## src/rtl/io_pkg.sv

```systemverilog
// Shared types and defaults for the user I/O handshake controller.
// Imported by the debouncer and the top-level FSM.
package io_pkg;

  localparam int DEF_DEBOUNCE_CYCLES = 5;
  localparam int DEF_SW_W = 16;

  typedef enum logic [1:0] {
    IDLE     = 2'd0,
    WAIT_IN  = 2'd1,
    WAIT_OUT = 2'd2,
    RELEASE  = 2'd3
  } io_state_t;

endpackage

```

## src/rtl/button_debounce.sv

```systemverilog
// Operator button conditioning: 2-flop synchronizer, stability counter,
// debounced level and a one-cycle pulse on its rising edge.
module button_debounce
  import io_pkg::*;
#(
  parameter int DEBOUNCE_CYCLES = DEF_DEBOUNCE_CYCLES
) (
  input  logic CLK,
  input  logic reset,
  input  logic button,
  output logic btn_db,
  output logic press
);

  localparam int CW = $clog2(DEBOUNCE_CYCLES + 1);
  localparam logic [CW-1:0] LAST = CW'(DEBOUNCE_CYCLES - 1);
  localparam logic [CW-1:0] ONE = CW'(1);

  logic [1:0]    r_sync;
  logic [CW-1:0] r_cnt;
  logic          r_btn_db;
  logic          r_press;
  logic          w_diff;
  logic          w_done;

  assign w_diff = r_sync[1] ^ r_btn_db;
  assign w_done = w_diff && (r_cnt == LAST);

  // Any sample matching the current level restarts the count.
  always_ff @(posedge CLK or negedge reset) begin
    if (!reset) begin
      r_sync   <= '0;
      r_cnt    <= '0;
      r_btn_db <= 1'b0;
      r_press  <= 1'b0;
    end else begin
      r_sync  <= {r_sync[0], button};
      r_press <= w_done & ~r_btn_db;
      if (w_done) begin
        r_btn_db <= ~r_btn_db;
        r_cnt    <= '0;
      end else if (w_diff) begin
        r_cnt <= r_cnt + ONE;
      end else begin
        r_cnt <= '0;
      end
    end
  end

  assign btn_db = r_btn_db;
  assign press  = r_press;

endmodule

```

## src/rtl/io_handshake_ctrl.sv

```systemverilog
// IN/OUT handshake FSM: stalls the PC via flags until an operator press,
// then captures switches or keeps the display and pulses insert.
module io_handshake_ctrl
  import io_pkg::*;
#(
  parameter int DATA_W = 32,
  parameter int SW_W = DEF_SW_W,
  parameter int DEBOUNCE_CYCLES = DEF_DEBOUNCE_CYCLES
) (
  input  logic              CLK,
  input  logic              reset,
  input  logic              is_in,
  input  logic              is_out,
  input  logic [DATA_W-1:0] out_data,
  input  logic [SW_W-1:0]   switches,
  input  logic              button,
  output logic              input_flag,
  output logic              output_flag,
  output logic              insert,
  output logic [DATA_W-1:0] in_data,
  output logic [DATA_W-1:0] display,
  output logic              in_valid
);

  io_state_t         r_state;
  io_state_t         w_state_nxt;
  logic              r_in_flag;
  logic              r_out_flag;
  logic              r_insert;
  logic              r_in_valid;
  logic [DATA_W-1:0] r_in_data;
  logic [DATA_W-1:0] r_display;
  logic              w_in_flag_nxt;
  logic              w_out_flag_nxt;
  logic              w_insert_nxt;
  logic              w_in_valid_nxt;
  logic [DATA_W-1:0] w_in_data_nxt;
  logic [DATA_W-1:0] w_display_nxt;
  logic              w_btn_db;
  logic              w_press;

  button_debounce #(
    .DEBOUNCE_CYCLES(DEBOUNCE_CYCLES)
  ) u_debounce (
    .CLK   (CLK),
    .reset (reset),
    .button(button),
    .btn_db(w_btn_db),
    .press (w_press)
  );

  always_ff @(posedge CLK or negedge reset) begin
    if (!reset) begin
      r_state    <= IDLE;
      r_in_flag  <= 1'b0;
      r_out_flag <= 1'b0;
      r_insert   <= 1'b0;
      r_in_valid <= 1'b0;
      r_in_data  <= '0;
      r_display  <= '0;
    end else begin
      r_state    <= w_state_nxt;
      r_in_flag  <= w_in_flag_nxt;
      r_out_flag <= w_out_flag_nxt;
      r_insert   <= w_insert_nxt;
      r_in_valid <= w_in_valid_nxt;
      r_in_data  <= w_in_data_nxt;
      r_display  <= w_display_nxt;
    end
  end

  // Flags survive the insert cycle and drop on leaving it, so the
  // PC always sees insert together with its own flag.
  always_comb begin
    w_state_nxt    = r_state;
    w_in_flag_nxt  = r_in_flag;
    w_out_flag_nxt = r_out_flag;
    w_insert_nxt   = 1'b0;
    w_in_valid_nxt = 1'b0;
    w_in_data_nxt  = r_in_data;
    w_display_nxt  = r_display;
    unique case (r_state)
      IDLE: begin
        if (is_in) begin
          w_state_nxt   = WAIT_IN;
          w_in_flag_nxt = 1'b1;
        end else if (is_out) begin
          w_state_nxt    = WAIT_OUT;
          w_out_flag_nxt = 1'b1;
          w_display_nxt  = out_data;
        end
      end
      WAIT_IN: begin
        if (w_press) begin
          w_state_nxt    = RELEASE;
          w_insert_nxt   = 1'b1;
          w_in_valid_nxt = 1'b1;
          w_in_data_nxt  = DATA_W'(switches);
        end
      end
      WAIT_OUT: begin
        if (w_press) begin
          w_state_nxt  = RELEASE;
          w_insert_nxt = 1'b1;
        end
      end
      RELEASE: begin
        w_in_flag_nxt  = 1'b0;
        w_out_flag_nxt = 1'b0;
        if (!w_btn_db) w_state_nxt = IDLE;
      end
      default: w_state_nxt = IDLE;
    endcase
  end

  assign input_flag  = r_in_flag;
  assign output_flag = r_out_flag;
  assign insert      = r_insert;
  assign in_valid    = r_in_valid;
  assign in_data     = r_in_data;
  assign display     = r_display;

endmodule

```

## config.mk

```make
export PLATFORM = sky130hd
export DESIGN_NAME = io_handshake_ctrl
export DESIGN_NICKNAME = d
export VERILOG_FILES = /design/src/rtl/io_pkg.sv /design/src/rtl/button_debounce.sv /design/src/rtl/io_handshake_ctrl.sv
export SDC_FILE = /design/constraint.sdc
export NUM_CORES = 1
export LEC_CHECK = 0
export ABC_AREA = 1
export ABC_CLOCK_PERIOD_IN_PS = 1400
export CAP_MARGIN = 25
export CORE_MARGIN = 2
export CORE_UTILIZATION = 37
export CTS_CLUSTER_DIAMETER = 30
export DETAILED_ROUTE_END_ITERATION = 10
export HOLD_SLACK_MARGIN = 0.08
export PLACE_DENSITY_LB_ADDON = 0.05
export SLEW_MARGIN = 15
export SYNTH_ARGS = -nofsm -noshare
export SYNTH_HDL_FRONTEND = slang
export SYNTH_HIERARCHICAL = 1
export SYNTH_SLANG_ARGS = --single-unit
```

## constraint.sdc

```tcl
create_clock -name CLK -period 1.4 [get_ports CLK]
set_clock_uncertainty 0.05 [all_clocks]
set_input_delay 0.28 -clock CLK [delete_from_list [all_inputs] [get_ports CLK]]
set_output_delay 0.28 -clock CLK [all_outputs]
set_load 0.01 [all_outputs]
```

==> summary.md, run 1 <==
| Metric | Value |
|---|---|
| Leak | 2.110 nW |
| Kind of cell adding the most delay to the critical path | flip-flops |
| Max-cap violations | 0 |
| Slowest CP cell | dfrtp_1 |
| RSZ-0062 raised after global routing | no |
| Total I/O pin count | 121 |
| Ranking of synthesized cells by area | dfrtp_1, nand2_1, nand3_1 |
| Worst path cell trace | dlygate4sd2_1 |
| CP endpoint kind | primary output |
| Sequential-to-total area share from yosys stat | 57.36% |
| Max incr delay on CP | 0.40 ns |
| Die W | 88.81 µm |
| Root Buffer | clkbuf_8 |
| Vias in the first global route | 2240 |
| Grt ovf | 0 |
| Post-route ant nets | 0 |
| Die ar. | 7887 µm² |
| Num CTS Buffers | 9 |
| DR vias | 2296 |
| DR pass1 iterations | 4 |
| Sink Count | 61 |
| Fin. Hold Viols | 0 |
| Vias per inst | 4.415 |
| GPL Wtd Cong | 0.7790 |
| Largest area contributor in the netlist | dfrtp_1 |
| Maximum vdd drop | 722.7 µV |
| Critical path launch point type | flop |
| GRT Total Usage | 17.08% |
| Worst skew pair latency | 0.33 ns |
| Largest net degree at the start of global routing | 36 |
| First-pass GRT wire length | 10260 µm |
| Starting density of the core | 38.74% |
| Dpl hpwl | 4448 µm |
| Setup Buffers After CTS | 0 |
| Fraction of layout cells with a size suffix above 1 | 9.906% |
| Critical path type | reg -> out |
| Post-synth top area share | 57.36% |
| Die H | 88.81 µm |
| Hold WS | 0.3161 ns |
| DRC errors left | 0 |
| Worst hold path type | reg -> reg |
| Post-synth EDFFs | 0 |
| Seq cells post-synth | 61 |
| Status | completed |
| Mapped Cells | 301 |
| DP Cell Count | 499 |
| Minimum clock period | 1.347 ns |
| Final WL | 6737 µm |
| N_diodes | 0 |
| Distinct cells, synth | 17 |
| Most used flip-flop cell after synthesis | dfrtp_1 |
| Final net count | 478 |
| Cell Pwr Density | 1838 nW/µm² |
| Count leader, synth | nand2_1 |
| Worst endpoint required time | 1.07 ns |
| Core Box Area | 6869 µm² |
| Arrival @ worst endpoint | 1.02 ns |
| TritonCTS clock tree | built |
| Ys Warns | 6 |
| Layout Cells excl Fill | 520 |
| Critical R2R Launch | r_state[1]$_DFFE_PN0P_ |
| Reg clk slew, reported paths | 0.07 ns |
| H-tree depth | 3 |
| Crit share post-route | 96.23% |
| Max Fclk | 0.7422 GHz |
| Area growth, synth to finish | 53.13% |
| Design Power | 7.491 mW |
| CP Max Fanout | 2 |
| Initial antenna violation count | 0 |
| Drt wl/cell | 12.96 µm |
| PortBufs | 104 |
| Final Setup Violations | 0 |
| Netlist Area Pre-Place | 2661 µm² |
| Starting DRT DRC Count | 59 |
| Rows | 30 |
| Max Slew Vio Count | 0 |
| Max clock buf depth | 2 |
| Critical path launch point | input_flag$_DFFE_PN0P_ |
| WP buf/inv | 1 |
| Most frequent cells after synthesis | nand2_1, dfrtp_1, nand3_1 |
| Hold Startpoint | u_debounce/r_sync[0]$_DFF_PN0_ |
| Mean Syn Cell Area | 8.842 µm² |
| Async S/R FF share, synth | 100.0% |
[stage by stage]
stage	instance area, µm²	TNS (ns)	setup WS [ns]	util (%)
floorplan	2718	0	0.09347	-
global placement	3794	-2.637	-0.09480	55.23
detailed placement	3794	-3.161	-0.1093	55.23
CTS	3973	0	0.01789	57.83
global route	4075	0	0.006402	59.33
finish	4075	0	0.05274	59.33
[final timing paths]
path / slack [ns] / depth (start not counted) / endpoint
setup / recovery: 0.05 / 1 / input_flag
hold / removal: 0.32 / 0 / u_debounce/r_sync[1]$_DFF_PN0_
setup reg to reg: 0.08 / 7 / display[26]$_DFFE_PN0P_
hold reg to reg: 0.32 / 0 / u_debounce/r_sync[1]$_DFF_PN0_
max in group asynchronous: 0.43 / 3 / u_debounce/r_sync[0]$_DFF_PN0_
min in group asynchronous: 0.34 / 2 / display[9]$_DFFE_PN0P_
[kinds of logic (layout without fill, tap and decap cells)]
kind of cell	after synthesis	after routing	synth area share, %
other	1	16	0.1409
flip-flops	61	61	57.36
AO/OA/AOI/OAI	3	3	0.5640
adder cells (fa/ha/maj)	6	6	2.821
AND/OR/NAND/NOR	182	183	28.30
buffers and inverters	48	155	10.81
[per-layer routing]
| metal | GRT usage, % | up-vias | wire length [µm] |
|---|---|---|---|
| met3 | 5.131 | 9 | 525 |
| li1 | - | 1128 | - |
| met2 | 26.32 | 84 | 3075 |
| met1 | 22.69 | 1075 | 3034 |
| met4 | 6.612 | 0 | 101 |
| met5 | 0 | - | 0 |
[where the power goes]
| group | leakage, nW | switching (mW) | internal, mW |
|---|---|---|---|
| clock | 0.116 | 0.681 | 1.09 |
| sequential | 0.715 | 0.344 | 2.43 |
| combinational | 1.28 | 1.56 | 1.38 |
| total | 2.11 | 2.59 | 4.90 |
[flip-flops by register name, summed over array words and instances, names as in the netlist]
register,count
output_flag,1
in_valid,1
u_debounce/btn_db,1
insert,1
u_debounce/press,1
in_data,16
display,32
input_flag,1
u_debounce/r_sync,2
u_debounce/r_cnt,3
r_state,2
[cell usage in the layout, fill, tap and decap left out]
cell type,netlist,final
inv_4,0,1
clkinv_2,0,2
inv_8,0,1
inv_1,17,16
ha_1,6,5
clkdlybuf4s50_1,0,51
clkbuf_8,0,11
clkbuf_16,0,2
nor3_1,1,1
nand2_8,0,2
o21ai_1,1,1
bufinv_16,0,2
buf_6,4,2
conb_1,1,16
buf_2,5,1
ha_2,0,1
inv_2,3,2
nand2_2,4,3
nand3_2,1,1
nand2_4,1,1
nor2_1,6,6
o21ai_0,2,2
nand3_1,36,36
dlygate4sd2_1,0,52
buf_4,19,6
buf_12,0,4
dlygate4sd3_1,0,1
clkbuf_1,0,1
dfrtp_1,61,61
nand2_1,133,133
[cell type report]
| type | count | area, µm² |
|---|---|---|
| clock buffers | 12 | 155.1 |
| clock inverters | 4 | 70.07 |
| fillers | 683 | 2794 |
| inverters | 20 | 85.08 |
| multi-input cells | 208 | 939.7 |
| flip-flops and latches | 61 | 1526 |
| well taps | 96 | 120.1 |
| repair buffers | 119 | 1179 |
[timing repair]
item / CTS / global route
gates cloned: 0 / 4
hold endpoints to repair: 13 / 0
pin swaps: 0 / 1
endpoints found under the setup margin: 84 / 49
hold buffers: 1 / 0
gates resized for setup: 53 / 11
Note: power is estimated with default switching activity, not from simulation.
==> inputs of run 2 (changes only) <==
- PLACE_DENSITY_LB_ADDON: 0.05 -> 0.25
==> summary.md, run 2 (synthesis results as in run 1) <==
| Metric | Value |
|---|---|
| Minimum clock period | 1.344 ns |
| Post-route ant nets | 0 |
| Final WL | 6218 µm |
| Reg2reg path depth | 7 |
| Largest net degree at the start of global routing | 62 |
| Kind of cell adding the most delay to the critical path | flip-flops |
| Max FFs per register | 32 |
| Total I/O pin count | 121 |
| Max clock buf depth | 2 |
| Cell Int Power | 4.441 mW |
| Placed cell area | 3759 µm² |
| Final Setup Violations | 0 |
| Clk network pwr share | 18.4% |
| Maximum vdd drop | 679.0 µV |
| Critical R2R Launch | r_state[0]$_DFFE_PN0P_ |
| Flop pwr share | 39.8% |
| Fin. Hold Viols | 0 |
| Worst hold path type | reg -> reg |
| Hold Crit Depth | 0 |
| Most common cell after layout, fill and taps aside | nand2_1 |
| Area growth, synth to finish | 49.18% |
| WP buf/inv | 1 |
| Leak | 2.065 nW |
| DR pass1 iterations | 4 |
| Arrival @ worst endpoint | 1.01 ns |
| Worst skew pair latency | 0.33 ns |
| Max Slew Vio Count | 0 |
| Dpl hpwl | 4073 µm |
| Cell Pwr Density | 1753 nW/µm² |
| Post-Place Setup Slack | -0.09005 ns |
| Design Power | 6.961 mW |
| Initial antenna violation count | 0 |
| Worst setup margin | 0.05617 ns |
| RSZ-0062 raised after global routing | no |
| Worst endpoint required time | 1.07 ns |
| Commonest non-fill, non-tap cells in the layout | nand2_1, dfrtp_1, dlygate4sd2_1 |
| Hold Startpoint | u_debounce/r_sync[0]$_DFF_PN0_ |
| Drt wl/cell | 12.00 µm |
| Max Fclk | 0.7441 GHz |
| Die H | 88.81 µm |
| Switching power | 2.520 mW |
| Starting DRT DRC Count | 109 |
| CP Max Fanout | 2 |
| Max incr delay on CP | 0.38 ns |
| Vias in the first global route | 2226 |
| Share of total power in combinational logic | 41.9% |
| DR vias | 2281 |
| Final instance area | 3970 µm² |
| Fill count | 617 |
| Hold Crit Endpoint | u_debounce/r_sync[1]$_DFF_PN0_ |
| Root Buffer | clkbuf_8 |
| Die W | 88.81 µm |
| N_diodes | 0 |
| Sink Count | 61 |
| R2R setup slack | 0.10 ns |
| Status | completed |
| Reg-to-reg endpoint | r_state[1]$_DFFE_PN0P_ |
| PortBufs | 104 |
| Die ar. | 7887 µm² |
| H-tree depth | 3 |
| Vias per inst | 4.403 |
| Final net count | 476 |
| Starting density of the core | 38.74% |
| Rows | 30 |
| Max-cap violations | 0 |
| Sw frac | 36.20% |
| Worst path cell trace | dlygate4sd2_1 |
| First-pass GRT wire length | 9804 µm |
| TritonCTS clock tree | built |
| DRC errors left | 0 |
| Critical path type | reg -> out |
| Setup TNS | 0 ns |
| Core Box Area | 6869 µm² |
| Num CTS Buffers | 9 |
| CP endpoint kind | primary output |
| Critical path launch point type | flop |
| Slowest CP cell | dfrtp_1 |
| GPL Wtd Cong | 0.8235 |
| Reg clk slew, reported paths | 0.06 ns |
| Fraction of layout cells with a size suffix above 1 | 9.479% |
| GRT Total Usage | 16.29% |
| Grt ovf | 0 |
| Crit share post-route | 95.99% |
-- run 2: changes by cell type in the layout (fill, tap and decap cells not counted), sizes merged --
cell,change
clkinv,+2
bufinv,-2
clkinvlp,+1
clkbuf,-3
-- run 2: power by group through the flow --
stage                     clock, mW  sequential [mW]  combinational (mW)
after detailed placement          0             2.81                3.09
after floorplan                   0             3.08                1.20
final                          1.28             2.77                2.92
after global routing           1.38             2.84                3.31
after CTS                      1.33             2.77                2.90
after global placement            0             2.82                3.02
-- run 2: final cells by class --
class | count | area [µm²] | area share (%)
Sequential cell | 61 | 1526 | 38.45
Tap cell | 96 | 120.1 | 3.026
Inverter | 20 | 82.58 | 2.080
Timing Repair Buffer | 117 | 1141 | 28.74
Clock inverter | 5 | 27.53 | 0.6933
Clock buffer | 11 | 131.4 | 3.309
Multi-Input combinational cell | 208 | 940.9 | 23.70
-- run 2: stage by stage --
step | utilization, % | hold slack, ns | cells
final | 57.80 | 0.3067 | 518
after global placement | 54.72 | 0.2660 | 496
after floorplan | - | -0.06559 | 316
after CTS | 57.54 | 0.3138 | 516
after detailed placement | 54.72 | 0.2655 | 496
after global routing | 57.80 | 0.3254 | 518
-- run 2: per-layer routing --
metal  part of all wire [%]  track usage (%)
met1                     43            19.03
met2                     45            26.66
met3                    9.3            5.690
met4                    2.6            7.989
met5                      0                0
-- run 2: worst max path at each step --
stage / start / end / slack [ns] / depth (start not counted)
2_1_floorplan: r_state[0]$_DFFE_PN0P_ / display[0]$_DFFE_PN0P_ / 0.09 / 8
3_3_place_gp: is_in / display[6]$_DFFE_PN0P_ / -0.08 / 7
3_5_place_dp: is_in / display[25]$_DFFE_PN0P_ / -0.09 / 7
4_1_cts: r_state[1]$_DFFE_PN0P_ / display[21]$_DFFE_PN0P_ / 0.02 / 7
5_1_grt: r_state[1]$_DFFE_PN0P_ / display[26]$_DFFE_PN0P_ / 0.0006 / 8
6_report: display[15]$_DFFE_PN0P_ / display[15] / 0.06 / 1
-- run 2: timing repair --
action,CTS,global route
hold endpoints to repair,61,0
cloned,2,0
hold buffers,1,0
resized for setup,59,5
buffers inserted,1,2
pin swaps,1,1
endpoints found under the setup margin,84,34
==> inputs of run 3 (changes only) <==
- CELL_PAD_IN_SITES_DETAIL_PLACEMENT: default -> 0
- CELL_PAD_IN_SITES_GLOBAL_PLACEMENT: default -> 1
- CORE_UTILIZATION: 37 -> 27
- CTS_BUF_LIST: default -> sky130_fd_sc_hd__clkbuf_8 sky130_fd_sc_hd__clkbuf_16
==> summary.md, run 3 (synthesis results as in run 1) <==
| Metric | Value |
|---|---|
| Dpl hpwl | 4410 µm |
| Critical path launch point type | flop |
| Vias per inst | 4.117 |
| Grt ovf | 0 |
| Multi-input logic area | 968.4 µm² |
| PortBufs | 104 |
| Post-layout util | 42.16% |
| Hold WS | 0.2946 ns |
| Rows | 36 |
| Vias in the first global route | 2166 |
| Max FFs per register | 32 |
| Slowest CP cell | dfrtp_1 |
| Kind of cell adding the most delay to the critical path | flip-flops |
| Total I/O pin count | 121 |
| RSZ-0062 raised after global routing | yes |
| DR pass1 iterations | 5 |
| Max Fclk | 0.7401 GHz |
| DRC errors left | 0 |
| Worst skew pair latency | 0.33 ns |
| Minimum clock period | 1.351 ns |
| Worst endpoint required time | 1.07 ns |
| Setup TNS | 0 ns |
| CP endpoint kind | primary output |
| DR vias | 2289 |
| Design Power | 7.259 mW |
| N_diodes | 0 |
| DP Cell Count | 534 |
| Leak | 2.079 nW |
| Post-route ant nets | 0 |
| Sink Count | 61 |
| Cell Pwr Density | 1778 nW/µm² |
| GPL Wtd Cong | 0.7124 |
| Fill count | 1000 |
| Register area | 1526 µm² |
| Commonest non-fill, non-tap cells in the layout | nand2_1, dfrtp_1, dlygate4sd2_1 |
| Most common cell after layout, fill and taps aside | nand2_1 |
| TritonCTS clock tree | built |
| Num CTS Buffers | 9 |
| First-pass GRT wire length | 10320 µm |
| Reg clk slew, reported paths | 0.07 ns |
| GRT Total Usage | 12.57% |
| Starting density of the core | 27.48% |
| Maximum vdd drop | 479.8 µV |
| Status | completed |
| Root Buffer | clkbuf_8 |
| Die ar. | 10670 µm² |
| Max clock buf depth | 2 |
| CP Max Fanout | 2 |
| Fin. Hold Viols | 0 |
| Die H | 103.3 µm |
| WP buf/inv | 1 |
| Fraction of layout cells with a size suffix above 1 | 10.17% |
| Final WL | 6996 µm |
| Final Setup Violations | 0 |
| Area growth, synth to finish | 53.41% |
| Max Slew Vio Count | 0 |
| Arrival @ worst endpoint | 1.02 ns |
| Max incr delay on CP | 0.40 ns |
| Largest net degree at the start of global routing | 55 |
| Critical path type | reg -> out |
| Die W | 103.3 µm |
| Crit share post-route | 96.51% |
| Final net count | 477 |
| Drt wl/cell | 12.58 µm |
| Worst hold path type | in -> async |
| Initial antenna violation count | 0 |
| Max-cap violations | 0 |
| Core Box Area | 9684 µm² |
| Starting DRT DRC Count | 49 |
| Worst path cell trace | dlygate4sd2_1 |
| Layout Cells excl Fill | 556 |
| H-tree depth | 3 |
## run 3: cell types whose count changed in the layout (fill, tap and decap cells not counted), sizes merged
cell,change
nand2,+1
inv,+1
clkinv,-1
buf,-2
clkinvlp,+1
bufinv,+1
## run 3: cell type report
class / count / area share, %
Sequential cell: 61 / 37.39
Timing Repair Buffer: 117 / 28.10
Multi-Input combinational cell: 209 / 23.72
Tap cell: 133 / 4.076
Clock buffer: 9 / 3.034
Inverter: 20 / 2.023
Clock inverter: 7 / 1.655
## run 3: power by group
part / internal (mW) / leakage, nW / switching (mW)
Clock: 0.812 / 0.0964 / 0.709
Combinational: 1.41 / 1.27 / 1.54
Sequential: 2.43 / 0.715 / 0.358
## run 3: what timing repair did
| item | in CTS | in global routing |
|---|---|---|
| cloned | 0 | 5 |
| hold buffers | 1 | 0 |
| setup endpoints to repair | 84 | 33 |
| gates resized for setup | 55 | 8 |
| pin swaps | 0 | 2 |
| hold endpoints to repair | 7 | 0 |
| buffers inserted | 0 | 0 |
## run 3: path summary, 6_finish.rpt
| path | end | slack, ns | start | depth (start not counted) |
|---|---|---|---|---|
| setup / recovery | display[1] | 0.05 | display[1]$_DFFE_PN0P_ | 1 |
| hold / removal | display[28]$_DFFE_PN0P_ | 0.29 | reset | 2 |
| setup reg to reg | display[26]$_DFFE_PN0P_ | 0.07 | r_state[1]$_DFFE_PN0P_ | 7 |
| hold reg to reg | u_debounce/r_sync[1]$_DFF_PN0_ | 0.30 | u_debounce/r_sync[0]$_DFF_PN0_ | 0 |
| max in group asynchronous | in_data[3]$_DFFE_PN0P_ | 0.44 | reset | 3 |
| min in group CLK | u_debounce/r_sync[1]$_DFF_PN0_ | 0.30 | u_debounce/r_sync[0]$_DFF_PN0_ | 0 |
## run 3: metrics by stage
stage / setup slack, ns / area [µm²]
final: 0.04880 / 4083
after global routing: -0.004304 / 4083
after CTS: 0.02666 / 3963
after detailed placement: -0.1219 / 3812
after global placement: -0.1044 / 3812
after floorplan: 0.09347 / 2718
## run 3: per-layer routing
| metal | share of wire (%) | wire, µm | vias to the layer above | track usage [%] |
|---|---|---|---|---|
| met3 | 8.5 | 595 | 9 | 3.696 |
| met1 | 44 | 3109 | 1057 | 16.82 |
| met5 | 0 | 0 | - | 0 |
| met4 | 1.4 | 96 | 0 | 5.466 |
| met2 | 46 | 3195 | 93 | 18.93 |
| li1 | - | - | 1130 | - |
## run 3: worst register-to-register path: stages (launching register included)
cell,delay (ns)
dfrtp_1,0.41
inv_2,0.12
ha_4,0.15
nand2_2,0.09
inv_8,0.14
clkbuf_16,0.18
nand3_1,0.07
nand2_1,0.08
